--- src/rtl/pulse_restore_pkg.sv ---
// rtl/pulse_restore_pkg.sv - shared types, defaults and saturating increment for pulse_restore
package pulse_restore_pkg;

    localparam int DEFAULT_WIDTH_BITS = 8;
    localparam int DEFAULT_COUNT_BITS = 16;

    typedef enum logic [1:0] {
        ST_IDLE    = 2'd0,
        ST_HIGH    = 2'd1,
        ST_HOLDOFF = 2'd2
    } pr_state_e;

    // Callers zero-extend to 32 bits and pass their all-ones ceiling; result is truncated back.
    function automatic logic [31:0] sat_inc(input logic [31:0] value, input logic [31:0] ceiling);
        if (value >= ceiling) begin
            return value;
        end
        return value + 32'd1;
    endfunction

endpackage

--- src/rtl/pulse_restore_sync_bit.sv ---
// rtl/pulse_restore_sync_bit.sv - multi-flop synchroniser for one asynchronous bit
module sync_bit #(
    parameter int STAGES = 2
) (
    input  logic clk,
    input  logic reset,
    input  logic d_i,
    output logic q_o
);

    (* ASYNC_REG = "TRUE" *) logic [STAGES-1:0] sync_q;

    always_ff @(posedge clk) begin
        if (reset) begin
            sync_q <= '0;
        end else begin
            sync_q <= {sync_q[STAGES-2:0], d_i};
        end
    end

    assign q_o = sync_q[STAGES-1];

endmodule

--- src/rtl/pulse_restore.sv ---
// rtl/pulse_restore.sv - resynchronise a stretched pulse, qualify its length and regenerate a strobe
module pulse_restore
    import pulse_restore_pkg::*;
#(
    parameter int SYNC_STAGES = 2,
    parameter int WIDTH_BITS  = DEFAULT_WIDTH_BITS,
    parameter int COUNT_BITS  = DEFAULT_COUNT_BITS
) (
    input  logic                  clk,
    input  logic                  reset,
    input  logic                  longsignal,
    input  logic [WIDTH_BITS-1:0] minlength,
    input  logic [WIDTH_BITS-1:0] holdoff,
    input  logic                  clear_counters,
    output logic                  strobe,
    output logic [WIDTH_BITS-1:0] width,
    output logic                  width_valid,
    input  logic                  width_ready,
    output logic                  overflow,
    output logic [COUNT_BITS-1:0] eventcount,
    output logic [COUNT_BITS-1:0] rejectcount
);

    localparam logic [WIDTH_BITS-1:0] W_MAX = '1;
    localparam logic [WIDTH_BITS-1:0] W_ONE = WIDTH_BITS'(1);
    localparam logic [COUNT_BITS-1:0] C_MAX = '1;

    logic                  s;
    logic                  s_d_q;
    logic                  rise;
    logic [WIDTH_BITS-1:0] thr;

    pr_state_e             state_q,   state_d;
    logic [WIDTH_BITS-1:0] n_q,       n_d;
    logic [WIDTH_BITS-1:0] hcnt_q,    hcnt_d;
    logic                  strobe_q,  strobe_d;
    logic                  strobed_q, strobed_d;
    logic [WIDTH_BITS-1:0] width_q,   width_d;
    logic                  wvalid_q,  wvalid_d;
    logic                  ovf_q,     ovf_d;
    logic [COUNT_BITS-1:0] ev_q,      ev_d;
    logic [COUNT_BITS-1:0] rej_q,     rej_d;

    logic                  ev_inc;
    logic                  rej_inc;
    logic                  load;
    logic                  ovf_set;

    sync_bit #(
        .STAGES (SYNC_STAGES)
    ) u_sync (
        .clk   (clk),
        .reset (reset),
        .d_i   (longsignal),
        .q_o   (s)
    );

    assign rise = s && !s_d_q;
    // minlength of 0 and 1 both mean any pulse qualifies.
    assign thr  = (minlength == '0) ? W_ONE : minlength;

    always_ff @(posedge clk) begin
        if (reset) begin
            s_d_q     <= 1'b0;
            state_q   <= ST_IDLE;
            n_q       <= '0;
            hcnt_q    <= '0;
            strobe_q  <= 1'b0;
            strobed_q <= 1'b0;
            width_q   <= '0;
            wvalid_q  <= 1'b0;
            ovf_q     <= 1'b0;
            ev_q      <= '0;
            rej_q     <= '0;
        end else begin
            s_d_q     <= s;
            state_q   <= state_d;
            n_q       <= n_d;
            hcnt_q    <= hcnt_d;
            strobe_q  <= strobe_d;
            strobed_q <= strobed_d;
            width_q   <= width_d;
            wvalid_q  <= wvalid_d;
            ovf_q     <= ovf_d;
            ev_q      <= ev_d;
            rej_q     <= rej_d;
        end
    end

    always_comb begin
        state_d   = state_q;
        n_d       = n_q;
        hcnt_d    = hcnt_q;
        strobe_d  = 1'b0;
        strobed_d = strobed_q;
        width_d   = width_q;
        wvalid_d  = wvalid_q;
        ovf_d     = ovf_q;
        ev_d      = ev_q;
        rej_d     = rej_q;
        ev_inc    = 1'b0;
        rej_inc   = 1'b0;
        load      = 1'b0;
        ovf_set   = 1'b0;

        case (state_q)
            ST_IDLE: begin
                if (rise) begin
                    n_d       = W_ONE;
                    state_d   = ST_HIGH;
                    strobed_d = 1'b0;
                    if (W_ONE >= thr) begin
                        strobe_d  = 1'b1;
                        strobed_d = 1'b1;
                    end
                end
            end
            ST_HIGH: begin
                if (s) begin
                    n_d = WIDTH_BITS'(sat_inc(32'(n_q), 32'(W_MAX)));
                    if (!strobed_q && (n_d >= thr)) begin
                        strobe_d  = 1'b1;
                        strobed_d = 1'b1;
                    end
                end else begin
                    if (n_q >= thr) begin
                        ev_inc = 1'b1;
                        load   = 1'b1;
                        // A threshold lowered on the final cycle still yields its one strobe.
                        if (!strobed_q) begin
                            strobe_d  = 1'b1;
                            strobed_d = 1'b1;
                        end
                    end else begin
                        rej_inc = 1'b1;
                    end
                    if (holdoff != '0) begin
                        state_d = ST_HOLDOFF;
                        hcnt_d  = W_ONE;
                    end else begin
                        state_d = ST_IDLE;
                    end
                end
            end
            ST_HOLDOFF: begin
                if (rise) begin
                    rej_inc = 1'b1;
                end
                // >= so a holdoff lowered below the running count cannot strand the FSM.
                if (hcnt_q >= holdoff) begin
                    state_d = ST_IDLE;
                end else begin
                    hcnt_d = WIDTH_BITS'(sat_inc(32'(hcnt_q), 32'(W_MAX)));
                end
            end
            default: begin
                state_d = ST_IDLE;
            end
        endcase

        if (load) begin
            if (wvalid_q && !width_ready) begin
                ovf_set = 1'b1;
            end else begin
                width_d  = n_q;
                wvalid_d = 1'b1;
            end
        end else if (wvalid_q && width_ready) begin
            wvalid_d = 1'b0;
        end

        if (clear_counters) begin
            ev_d  = '0;
            rej_d = '0;
            ovf_d = 1'b0;
        end else begin
            if (ev_inc) begin
                ev_d = COUNT_BITS'(sat_inc(32'(ev_q), 32'(C_MAX)));
            end
            if (rej_inc) begin
                rej_d = COUNT_BITS'(sat_inc(32'(rej_q), 32'(C_MAX)));
            end
            if (ovf_set) begin
                ovf_d = 1'b1;
            end
        end
    end

    assign strobe      = strobe_q;
    assign width       = width_q;
    assign width_valid = wvalid_q;
    assign overflow    = ovf_q;
    assign eventcount  = ev_q;
    assign rejectcount = rej_q;

endmodule
--- config.mk ---
export PLATFORM = sky130hd
export DESIGN_NAME = pulse_restore
export DESIGN_NICKNAME = d
export VERILOG_FILES = /design/src/rtl/pulse_restore_pkg.sv /design/src/rtl/pulse_restore_sync_bit.sv /design/src/rtl/pulse_restore.sv
export SDC_FILE = /design/constraint.sdc
export NUM_CORES = 1
export LEC_CHECK = 0
export BUFFER_PORTS_ARGS = -buffer_cell sky130_fd_sc_hd__buf_2
export CORE_MARGIN = 2
export CORE_UTILIZATION = 51
export DETAILED_ROUTE_END_ITERATION = 6
export PLACE_DENSITY = 0.76
export SYNTH_ARGS = -nofsm -noshare
export SYNTH_HDL_FRONTEND = slang
export SYNTH_HIERARCHICAL = 1
export SYNTH_SLANG_ARGS = --single-unit
--- constraint.sdc ---
create_clock -name clk -period 2.9 [get_ports clk]
set_input_delay 0.58 -clock clk [delete_from_list [all_inputs] [get_ports clk]]
set_output_delay 0.58 -clock clk [all_outputs]
set_load 0.02 [all_outputs]
==> summary.md, run 1 <==
| Metric | Value |
|---|---|
| Synth Instances | 473 |
| Hold-fix buffers, CTS | 0 |
| Ys async rst share | 0% |
| Crit path from | n_q[0] |
| Row Count | 31 |
| CP arrival | 2.96 ns |
| Die X | just over 90 µm |
| VDD IR-drop max | between 0.2 and 0.3 mV |
| Area leader, netlist | dfxtp_1 |
| Share of layout cells above drive strength 1 | 19.4% |
| Ranking of synthesized cells by area | dfxtp_1 (34%), ha_1 (10%), nor2_1 (5.2%) |
| GRT Total Usage | roughly 23% |
| Synthesis warning total | 6 |
| Top cells by count, synth | dfxtp_1 (65), nor2_1 (53), a21oi_1 (33) |
| WHS | 0.436 ns |
| Final Hold Viols | 0 |
| Post-synth cell types | 53 |
| Hold/Removal Path Class | flop to flop |
| Net switching fraction of the power | between 20% and 30% |
| DRT Wirelength | 9.37 mm |
| Final max-slew violation count | 0 |
| Final setup fails | 0 |
| Fmax | ~360 MHz |
| Initial core utilization | 52.9% |
| RSZ-0062 raised after global routing | no |
| Post-synth top area share | 33.9% |
| CTS tree | yes |
| Sequential share of power | roughly 50% |
| DP HPWL | 6.84 mm |
| Global routing usage on met1 | 27.9% |
| Total CTS buffers | 9 |
| Combinational share of power | 6.3% |
| Number of synthesized flops with an enable pin | 0 |
| Clock network latency to the later pin of the worst-skew pair | approximately 0.34 ns |
| Post-layout min period | 2.76 ns |
| Syn_nets | 525 |
| Crit end category | flop |
| Die area | 8240 µm² |
| Power per cell area | 405 nW/µm² |
| Core Box Area | about 7300 µm² |
| Chip Height | 90.8 µm |
| Worst Hold Launch | u_sync/sync_q[0] |
| Met2 Usage GRT | between 30 and 40% |
| Critical path required time | around 3.1 ns |
| Post-cts resize count | 0 |
| TritonRoute pass-1 iters | 4 |
| Vias in the first global route | 3584 |
| Syn avg cell area | between 8 and 9 µm² |
| # clock sinks | 65 |
| Clock power share | 44.9% |
| Clk_skew | 0.0127 ns |
| Ys flop type | dfxtp_1 |
| Vias per inst | 5.83 |
| Max-capacitance violation count | 0 |
| Rel. slew slack | about 46% |
| Drt wl/cell | 14.4 µm |
| Nets | 600 |
| DR iter-0 viols | 150 |
| Largest net degree at the start of global routing | 36 |
| CTS clk-pin slew, worst paths | roughly 0.060 ns |
| Post-Syn Area | 3840 µm² |
| # diodes | 0 |
| Internal | 1.45 mW |
| PortBufs | 63 |
| Total gr overflow | 0 |
| Initial antenna violation count | 0 |
| Syn-to-layout area delta | 19.1% |
| Outcome | completed |
| Net Switching | 0.405 mW |
| DRT antenna net count | 0 |
| DRC Markers | 0 |
| Max clock buf depth | 2 |
| Share of the yosys chip area belonging to registers | 33.9% |
| GR peak layer | met2 |
| Most frequent cell after synthesis | dfxtp_1 |
| Startpoint types | flop |
| Reg-to-reg startpoint | n_q[0] |
| Layout Utilization | a little over three fifths |
| Setup Buffers After CTS | 0 |
| Final period util | between 90% and 100% |
| GR Util met3 | 4.42% |
| IO Pins | 64 |
| Setup WS pre-CTS | -0.0778 ns |
| #FFs+latches synth | 65 |
| Slew @ Worst Pin | 0.816 ns |
| Pleak | 1.92 nW |
| Clk root buf | clkbuf_8 |
| # H-tree levels | 3 |
| Crit path max fanout | 5 |
| Worst Setup Path Type | flop to flop |
| Worst Slack Setup Final | 0.136 ns |
| First-pass GRT wire length | 15.8 mm |
| Gpl congestion | 0.835 |
| Routed vias | between 3000 and 4000 |
==> flip-flops by register name, summed over array words and instances, names as in the netlist <==
register and count:
eventcount 16, hcnt_q 8, n_q 8, overflow 1, rejectcount 16, s_d_q 1
state_q 2, strobe 1, strobed_q 1, u_sync/sync_q 2, width 8, width_valid 1
==> path summary, 6_finish.rpt <==
kind / to / slack, ns / cells after the start
hold reg to reg: u_sync/sync_q[1] / 0.44 / 1
setup reg to reg: strobe / 0.14 / 12
hold / removal: u_sync/sync_q[1] / 0.44 / 1
setup / recovery: strobe / 0.14 / 12
==> through the flow <==
step	cell area [µm²]	cells	TNS [ns]	power, mW
6_report	4570	651	0	1.85
2_1_floorplan	3840	473	0	0.996
3_5_place_dp	4360	636	-1.03	1.04
4_1_cts	4570	651	0	1.86
5_1_grt	4570	651	0	1.92
3_3_place_gp	4360	636	-0.00000844	1.03
==> cell families after synthesis <==
kind of cell	Yosys count	share of synthesized area, %
buffers and inverters	48	4.95
and+or+nand+nor	198	27.3
DFF	65	33.9
muxes	10	2.64
xor gates and xnor gates	13	2.97
adders and majority gates	31	10.1
AOI/OAI and AO/OA	108	18.1
==> worst max-delay path, cell delays in order (launching register included) <==
cell	delay, ns
dfxtp_1	0.32
ha_1	0.23
and3_1	0.23
nand3_1	0.24
nand4_1	0.15
xnor2_1	0.23
ha_1	0.29
a21oi_1	0.13
nor2_1	0.05
a211oi_1	0.25
o31ai_1	0.17
a21oi_1	0.20
o22ai_1	0.12
==> metal layers <==
metal  up-vias  share of wire (%)
li1       1878                  -
met2       103                 47
met3        22                4.5
met1      1793                 45
met4         0                2.6
met5         -                  0
==> final cells by class <==
class | count | area (µm²)
Fill cell | 681 | 2680
Timing Repair Buffer | 84 | 485
Inverter | 28 | 105
Clock inverter | 3 | 65.1
Multi-Input combinational cell | 360 | 2350
Clock buffer | 12 | 145
Sequential cell | 65 | 1300
Tap cell | 99 | 124
==> placed cells by master, fill, tap and decap left out, types with 3 or more instances in the layout <==
cell / instances
dfxtp_1: 65
buf_2: 63
nor2_1: 53
a21oi_1: 33
ha_1: 31
inv_1: 28
o21ai_0: 25
nand2_1: 24
nand4_1: 21
buf_4: 20
nand3_1: 17
or3_1: 16
and3_1: 15
xnor2_1: 13
nor4_1: 11
nor3_1: 10
clkbuf_8: 10
mux2i_1: 9
a22oi_1: 7
nor2b_1: 6
a211oi_1: 6
a21o_1: 6
o21a_1: 5
or4_1: 5
and2_1: 4
nand2b_1: 3
or2_2: 3
a31o_2: 3
a31oi_1: 3
a2111oi_0: 3
==> power groups by stage <==
stage                     Clock (mW)  Sequential, mW  Combinational (mW)
final                          0.832           0.903               0.117
after floorplan                    0           0.922              0.0741
after CTS                      0.839           0.903               0.117
after global placement             0           0.923               0.111
after global routing           0.883           0.903               0.132
after detailed placement           0           0.923               0.115
(Power assumes the default switching activity.)
==> inputs of run 2 (changes only) <==
--- a/config.mk
+++ b/config.mk
@@ -7,9 +7,8 @@
 export LEC_CHECK = 0
 export BUFFER_PORTS_ARGS = -buffer_cell sky130_fd_sc_hd__buf_2
 export CORE_MARGIN = 2
-export CORE_UTILIZATION = 51
+export CORE_UTILIZATION = 30
 export DETAILED_ROUTE_END_ITERATION = 6
-export PLACE_DENSITY = 0.76
 export SYNTH_ARGS = -nofsm -noshare
 export SYNTH_HDL_FRONTEND = slang
 export SYNTH_HIERARCHICAL = 1
==> run 2 against run 1 <==
Net effect:
- power up 10%
- sequential cell count stayed put
- first-iteration DRC count increased by 11%
- final area rose by 3.7%
- critical path depth rose by 1
- clock power increased by 23%
- sequential power barely moved
- combinational power barely moved
- clock-buffer cell count is 2 lower
- die area is 67% higher
- setup slack improved by 0.12 ns
- via count fell by 1.7%
- critical endpoint is now rejectcount[10]
- largest cell class unchanged
- highest routed layer unchanged
==> summary.md, run 2 (same netlist as run 1, synthesis figures left out) <==
| Metric | Value |
|---|---|
| DR iter-0 viols | 167 (was 150) |
| Share of layout cells above drive strength 1 | 20.1% (was 19.4%) |
| Outcome | completed (unchanged) |
| First-pass GRT wire length | 16.6 mm (was 15.8 mm) |
| Clk root buf | clkbuf_16 (was clkbuf_8) |
| RSZ-0062 raised after global routing | no (unchanged) |
| CP arrival | 2.91 ns (was 2.96 ns) |
| Worst Setup Path Type | primary input to flop (was flop to flop) |
| # H-tree levels | 3 (unchanged) |
| Slew @ Worst Pin | 0.706 ns (was 0.816 ns) |
| Crit path max-delay family | simple AND/OR/NAND/NOR gates (was compound AO/OA/AOI/OAI gates) |
| Clk_skew | 0.00663 ns (was 0.0127 ns) |
| Final period util | 91.2% (was 95.3%) |
| Total CTS buffers | 9 (unchanged) |
| PortBufs | 63 (unchanged) |
| Routed vias | 3732 (was 3796) |
| Gpl congestion | 0.817 (was 0.835) |
| # clock sinks | 65 (unchanged) |
| IO Pins | 64 (unchanged) |
| Hold/Removal Path Class | flop to flop (unchanged) |
| Critical path required time | 3.17 ns (was 3.09 ns) |
| # diodes | 0 (unchanged) |
| Syn-to-layout area delta | 23.5% (was 19.1%) |
| Rel. slew slack | 52.9% (was 45.6%) |
| Power per cell area | 430 nW/µm² (was 405 nW/µm²) |
| Fill cell count | 1328 (was 681) |
| TritonRoute pass-1 iters | 4 (unchanged) |
| Post-layout min period | 2.64 ns (was 2.76 ns) |
| Drt wl/cell | 13.9 µm (was 14.4 µm) |
| Initial core utilization | 30.5% (was 52.9%) |
| CTS tree | yes (unchanged) |
| DRT Wirelength | 10.0 mm (was 9.37 mm) |
| Startpoint types | primary input (was flop) |
| Crit end category | flop (unchanged) |
| CP Buf/Inv Count | 3 (was 0) |
| Final setup fails | 0 (unchanged) |
| Max stage delay cell, worst path | or3_1 (was dfxtp_1) |
| Total gr overflow | 0 (unchanged) |
| VDD IR-drop max | 0.218 mV (was 0.252 mV) |
| Core Box Area | 12600 µm² (was 7250 µm²) |
| Final total power | 2.04 mW (was 1.85 mW) |
| DRC Markers | 0 (unchanged) |
| Chip Height | 117 µm (was 90.8 µm) |
| Critical path cell sequence | buf_2 > nor4_1 > buf_4 > nand2_1 > nand2b_1 > ha_1 > nor2b_1 > o21ai_1 > a211oi_4 > a31oi_1 > buf_12 > or3_1 > a21oi_1 (was ha_1 > and3_1 > nand3_1 > nand4_1 > xnor2_1 > ha_1 > a21oi_1 > nor2_1 > a211oi_1 > o31ai_1 > a21oi_1 > o22ai_1) |
| Largest incremental delay on the critical path | 0.36 ns (was 0.32 ns) |
| Clock network latency to the later pin of the worst-skew pair | 0.33 ns (was 0.34 ns) |
| GRT Total Usage | 15.0% (was 23.0%) |
| Vias in the first global route | 3573 (was 3584) |
| Max clock buf depth | 2 (unchanged) |
| CTS clk-pin slew, worst paths | 0.06 ns (about the same) |
| Row Count | 41 (was 31) |
| DRT antenna net count | 0 (unchanged) |
| Most common library cell in the layout ignoring fill and taps | dfxtp_1 (unchanged) |
| Die X | 117 µm (was 90.8 µm) |
| Multi-input gate area | 2350 µm² (about the same) |
| Pleak | 1.95 nW (was 1.92 nW) |
| Initial antenna violation count | 0 (unchanged) |
| Hold-fix buffers, CTS | 0 (unchanged) |
| Layout Utilization | 37.7% (was 63.0%) |
| Crit path max fanout | 29 (was 5) |
| DP HPWL | 7.62 mm (was 6.84 mm) |
| Final setup TNS | 0 ns (unchanged) |
| WHS | 0.449 ns (was 0.436 ns) |
| Final max-slew violation count | 0 (unchanged) |
| Die area | 13700 µm² (was 8240 µm²) |
| Flip-flop and latch area | 1300 µm² (unchanged) |
| Setup slack, reg-to-reg | 0.33 ns (was 0.14 ns) |
| Largest net degree at the start of global routing | 31 (was 36) |
| Fmax | 378 MHz (was 362 MHz) |
| Max-capacitance violation count | 0 (unchanged) |
| Nets | 600 (unchanged) |
| Vias per inst | 5.15 (was 5.83) |
| Most frequent cells in the layout | dfxtp_1 (65), buf_2 (63), nor2_1 (53) (unchanged) |
| Final Hold Viols | 0 (unchanged) |
-- run 2: changes by cell type in the layout (fill, tap and decap cells not counted), sizes merged --
cell      before  now
inv           28   29
clkbuf        12   10
bufinv         2    0
clkinvlp       0    2
clkinv         1    3
-- run 2: worst paths after layout --
path / startpoint / end / cells after the start
worst max-delay path: minlength[6] / rejectcount[10] / 13
worst min register to register: u_sync/sync_q[0] / u_sync/sync_q[1] / 1
worst max register to register: n_q[0] / strobe / 10
worst min-delay path: u_sync/sync_q[0] / u_sync/sync_q[1] / 1
-- run 2: final cells by class --
class | count | share of cell area (%)
Inverter | 28 | 2.22
Clock buffer | 10 | 5.04
Timing Repair Buffer | 84 | 10.2
Clock inverter | 6 | 0.897
Sequential cell | 65 | 27.4
Multi-Input combinational cell | 360 | 49.6
Tap cell | 172 | 4.54
-- run 2: metal layers --
layer  GRT usage [%]  vias to the layer above  wire length [µm]
met3            3.35                       10               362
met4            4.55                        0               138
li1                -                     1903                 -
met2            26.3                       61              4890
met1            18.5                     1758              4660
met5               0                        -                 0
-- run 2: worst reg2reg max path, stage by stage (launching register included) --
cell and delay (ns):
dfxtp_1 0.31, ha_1 0.21, and3_1 0.24, nand3_2 0.16, mux2_2 0.38, ha_1 0.28
a21o_1 0.11, a211oi_1 0.07, o31ai_1 0.44, a21oi_1 0.14, o22ai_1 0.16
-- run 2: timing repair --
item                                    in CTS  in global routing
gates resized for setup                      0                  1
buffers inserted                             0                  0
endpoints found under the setup margin       0                  1
-- run 2: stage by stage --
| stage | instance area [µm²] | worst slack (ns) | cells |
|---|---|---|---|
| 2_1_floorplan | 3840 | 0.0562 | 473 |
| 3_3_place_gp | 4450 | -0.0230 | 709 |
| 3_5_place_dp | 4450 | -0.0855 | 709 |
| 4_1_cts | 4740 | 0.226 | 725 |
| 5_1_grt | 4740 | 0.0856 | 725 |
| 6_report | 4740 | 0.257 | 725 |
-- run 2: report_power, final --
part           total (mW)  internal [mW]  switching [mW]  leakage, nW
registers           0.903          0.898         0.00514        0.524
logic               0.119         0.0464          0.0727         1.29
clock network        1.02          0.602           0.415        0.135
total                2.04           1.55           0.493         1.95
==> inputs of run 3 (changes only) <==
--- a/config.mk
+++ b/config.mk
@@ -11,5 +11,4 @@
 export DETAILED_ROUTE_END_ITERATION = 6
 export SYNTH_ARGS = -nofsm -noshare
 export SYNTH_HDL_FRONTEND = slang
-export SYNTH_HIERARCHICAL = 1
 export SYNTH_SLANG_ARGS = --single-unit
==> run 3 against run 2 <==
Net effect:
- clock power is 12% higher
- register-to-register slack worse by 0.06 ns
- sequential power is 3.4% higher
- combinational power grew to 2.9 times the previous value
- final area up 2.9%
- synthesized area grew 5.5%
- first-iteration DRC count is 73% higher
- power grew 19%
- die area is 5.3% higher
- global-route usage fell by 0.91 points
- synthesized cell count rose by 2.3%
==> summary.md, run 3 <==
| Metric | Value |
|---|---|
| Outcome | completed (unchanged) |
| Syn-to-layout area delta | 20.5% (was 23.5%) |
| PortBufs | 63 (unchanged) |
| Worst Hold Depth | 1 (unchanged) |
| DR iter-0 viols | 289 (was 167) |
| Vias in the first global route | 3558 (was 3573) |
| Share of layout cells above drive strength 1 | 21.2% (was 20.1%) |
| Crit path max fanout | 7 (was 29) |
| Power per cell area | 496 nW/µm² (was 430 nW/µm²) |
| Synth Area in Simple Gates | 28.1% (was 27.3%) |
| Drt wl/cell | 13.4 µm (was 13.9 µm) |
| # diodes | 0 (unchanged) |
| Share of the yosys chip area belonging to registers | 32.1% (was 33.9%) |
| Combinational share of power | 14.2% (was 5.8%) |
| Rel. slew slack | 51.2% (was 52.9%) |
| Critical path cell sequence | ha_1 > and3_1 > nand3_2 > buf_4 > nand4_1 > xnor2_1 > ha_1 > or3_1 > a31oi_2 > a21oi_1 > o21ai_1 > o31ai_1 (was buf_2 > nor4_1 > buf_4 > nand2_1 > nand2b_1 > ha_1 > nor2b_1 > o21ai_1 > a211oi_4 > a31oi_1 > buf_12 > or3_1 > a21oi_1) |
| Ys flop type | dfxtp_1 (unchanged) |
| Vias per inst | 5.18 (was 5.15) |
| Crit end category | flop (unchanged) |
| RSZ-0062 raised after global routing | no (unchanged) |
| Die area | 14400 µm² (was 13700 µm²) |
| R2r worst-path depth | 12 (was 10) |
| Post-synth top area share | 32.1% (was 33.9%) |
| # H-tree levels | 3 (unchanged) |
| Area leader, netlist | dfxtp_1 (unchanged) |
| Setup WS pre-CTS | 0.0603 ns (was -0.0855 ns) |
| Total CTS buffers | 9 (unchanged) |
| First-pass GRT wire length | 16.6 mm (about the same) |
| Critical path required time | 3.10 ns (was 3.17 ns) |
| Routed vias | 3769 (was 3732) |
| Most frequent cell after synthesis | dfxtp_1 (unchanged) |
| IO Pins | 64 (unchanged) |
| Final Hold Viols | 0 (unchanged) |
| Worst Hold Launch | u_sync.sync_q[0] (was u_sync/sync_q[0]) |
| VDD IR-drop max | 0.362 mV (was 0.218 mV) |
| Net switching fraction of the power | 25.2% (was 24.2%) |
| Clock network latency to the later pin of the worst-skew pair | 0.33 ns (about the same) |
| Pleak | 1.96 nW (was 1.95 nW) |
| Top cells by count, synth | dfxtp_1 (65), nor2_1 (50), nand2_1 (36) (was dfxtp_1 (65), nor2_1 (53), a21oi_1 (33)) |
| CP Buf/Inv Count | 1 (was 3) |
| GR Util met3 | 3.68% (was 3.35%) |
| DRT Wirelength | 9.78 mm (was 10.0 mm) |
| Initial antenna violation count | 0 (unchanged) |
| Post-Synth Adder-Cell Area | 9.58% (was 10.1%) |
| CTS tree | yes (unchanged) |
| Most common library cell in the layout ignoring fill and taps | dfxtp_1 (unchanged) |
| Max-capacitance violation count | 0 (unchanged) |
| Die X | 120 µm (was 117 µm) |
| Final setup TNS | 0 ns (unchanged) |
| Sequential share of power | 38.6% (was 44.3%) |
| Final period util | 90.8% (was 91.2%) |
| Final setup fails | 0 (unchanged) |
| # clock sinks | 65 (unchanged) |
| Core Box Area | 13200 µm² (was 12600 µm²) |
| Crit path max-delay family | simple AND/OR/NAND/NOR gates (unchanged) |
| #FFs+latches synth | 65 (unchanged) |
| FF-to-FF End | strobed_q (was strobe) |
| Setup Buffers After CTS | 0 (unchanged) |
| Clock power share | 47.2% (was 49.9%) |
| DRC Markers | 0 (unchanged) |
| Number of synthesized flops with an enable pin | 0 (unchanged) |
| WP depth | 12 (was 13) |
| Met2 Usage GRT | 22.4% (was 26.3%) |
| GRT Total Usage | 14.1% (was 15.0%) |
| DP HPWL | 7.43 mm (was 7.62 mm) |
| Startpoint types | flop (was primary input) |
| GR peak layer | met2 (unchanged) |
| Worst Slack Setup Final | 0.268 ns (was 0.257 ns) |
| Max clock buf depth | 2 (unchanged) |
| Ranking of synthesized cells by area | dfxtp_1 (32%), ha_1 (9.6%), nor2_1 (4.6%) (was dfxtp_1 (34%), ha_1 (10%), nor2_1 (5.2%)) |
| Total gr overflow | 0 (unchanged) |
| Largest net degree at the start of global routing | 37 (was 31) |
| Largest incremental delay on the critical path | 0.33 ns (was 0.36 ns) |
| Most frequent cells in the layout | dfxtp_1 (65), buf_2 (63), nor2_1 (50) (was dfxtp_1 (65), buf_2 (63), nor2_1 (53)) |
| Global routing usage on met1 | 18.0% (was 18.5%) |
| Row Count | 42 (was 41) |
| Gpl congestion | 0.826 (was 0.817) |
| Max stage delay cell, worst path | or3_1 (unchanged) |
| Slew @ Worst Pin | 0.729 ns (was 0.706 ns) |
| Clk root buf | clkbuf_16 (unchanged) |
| Setup slack, reg-to-reg | 0.27 ns (was 0.33 ns) |
| Synth Area in XOR/XNOR | 4.11% (was 2.97%) |
| CTS clk-pin slew, worst paths | 0.05 ns (was 0.06 ns) |
| Net Switching | 0.609 mW (was 0.493 mW) |
| Clk_skew | 0.00443 ns (was 0.00663 ns) |
| Post-Syn Area | 4050 µm² (was 3840 µm²) |
| Hold/Removal Path Class | flop to flop (unchanged) |
| Chip Height | 120 µm (was 117 µm) |
| CP arrival | 2.83 ns (was 2.91 ns) |
| Synth Instances | 484 (was 473) |
| Syn_nets | 536 (was 525) |
| Ys async rst share | 0% (unchanged) |
| Critical path's most frequent cell | ha_1 |
| TritonRoute pass-1 iters | 4 (unchanged) |
| Hold Crit Endpoint | u_sync.sync_q[1] (was u_sync/sync_q[1]) |
| Internal | 1.81 mW (was 1.55 mW) |
| Reg-to-reg startpoint | n_q[0] (unchanged) |
| Synthesis warning total | 0 (was 6) |
| Final max-slew violation count | 0 (unchanged) |
| Syn avg cell area | 8.37 µm² (was 8.12 µm²) |
| Fmax | 380 MHz (was 378 MHz) |
| Post-synth cell types | 73 (was 53) |
| Worst Setup Path Type | flop to flop (was primary input to flop) |
| Mux share of post-synthesis cell area | 2.75% (was 2.64%) |
| Initial core utilization | 30.7% (was 30.5%) |
| WHS | 0.442 ns (was 0.449 ns) |
| Largest family of logic cells by synthesized area | simple AND/OR/NAND/NOR gates (unchanged) |
| Post-synthesis compound-gate area fraction | 17.2% (was 18.1%) |
| DRT antenna net count | 0 (unchanged) |
| Nets | 600 (unchanged) |
| Post-layout min period | 2.63 ns (was 2.64 ns) |
## run 3: cell types whose count changed after synthesis, sizes merged, moves of 6 or more
| cell | before | now |
|---|---|---|
| inv | 28 | 35 |
| buf | 4 | 10 |
| o21ai | 26 | 16 |
| nand2 | 24 | 36 |
| nand4 | 21 | 14 |
| nand3 | 17 | 25 |
| a21oi | 33 | 27 |
## run 3: worst max path at each step
stage	start	to	slack, ns
2_1_floorplan	n_q[1]	strobed_q	0.22
3_3_place_gp	minlength[6]	rejectcount[4]	0.12
3_5_place_dp	minlength[6]	eventcount[10]	0.06
4_1_cts	n_q[0]	strobed_q	0.17
5_1_grt	n_q[0]	strobed_q	0.08
6_report	n_q[0]	strobed_q	0.27
## run 3: worst reg2reg max path, stage by stage, from the launching register on
cell and delay, ns:
dfxtp_1 0.31, ha_1 0.23, and3_1 0.22, nand3_2 0.13, buf_4 0.16, nand4_1 0.18
xnor2_1 0.18, ha_1 0.21, or3_1 0.33, a31oi_2 0.24, a21oi_1 0.10, o21ai_1 0.15
o31ai_1 0.08
## run 3: cell families (layout without fill, tap and decap cells)
| kind of cell | count (synthesis) | after routing |
|---|---|---|
| compound gates | 96 | 96 |
| xor+xnor | 19 | 19 |
| fa+ha+maj | 31 | 31 |
| buf+inv | 57 | 125 |
| flops | 65 | 65 |
| mux | 11 | 11 |
| simple gates | 205 | 205 |
## run 3: power groups by stage
| stage | clock [mW] | sequential (mW) | combinational (mW) |
|---|---|---|---|
| final | 1.14 | 0.934 | 0.344 |
| after global routing | 1.22 | 0.935 | 0.386 |
| after CTS | 1.18 | 0.933 | 0.341 |
| after detailed placement | 0 | 0.952 | 0.339 |
| after global placement | 0 | 0.950 | 0.330 |
| after floorplan | 0 | 0.946 | 0.269 |
## run 3: timing repair
action | CTS | global route
endpoints found under the setup margin | 0 | 1
resized for setup | 0 | 2
hold buffers | 0 | 0
## run 3: per-layer routing
layer / vias to the layer above / wire length [µm]
met1: 1786 / 4600
met4: 0 / 222
met2: 77 / 4560
met3: 18 / 397
li1: 1888 / -
met5: - / 0
## run 3: stage by stage
stage	total power [mW]	utilization, %	cells	instance area (µm²)
after floorplan	1.22	-	484	4050
after global placement	1.28	34.5	713	4560
after detailed placement	1.29	34.5	713	4560
after CTS	2.45	36.9	728	4870
after global routing	2.54	37.0	728	4880
final	2.42	37.0	728	4880
## run 3: final cells by class
cell class                      count  area (µm²)
Multi-Input combinational cell    362        2510
Clock inverter                      3        65.1
Sequential cell                    65        1300
Timing Repair Buffer               75         405
Clock buffer                       12         246
Inverter                           35         131
Fill cell                        1353        8310
Tap cell                          176         220
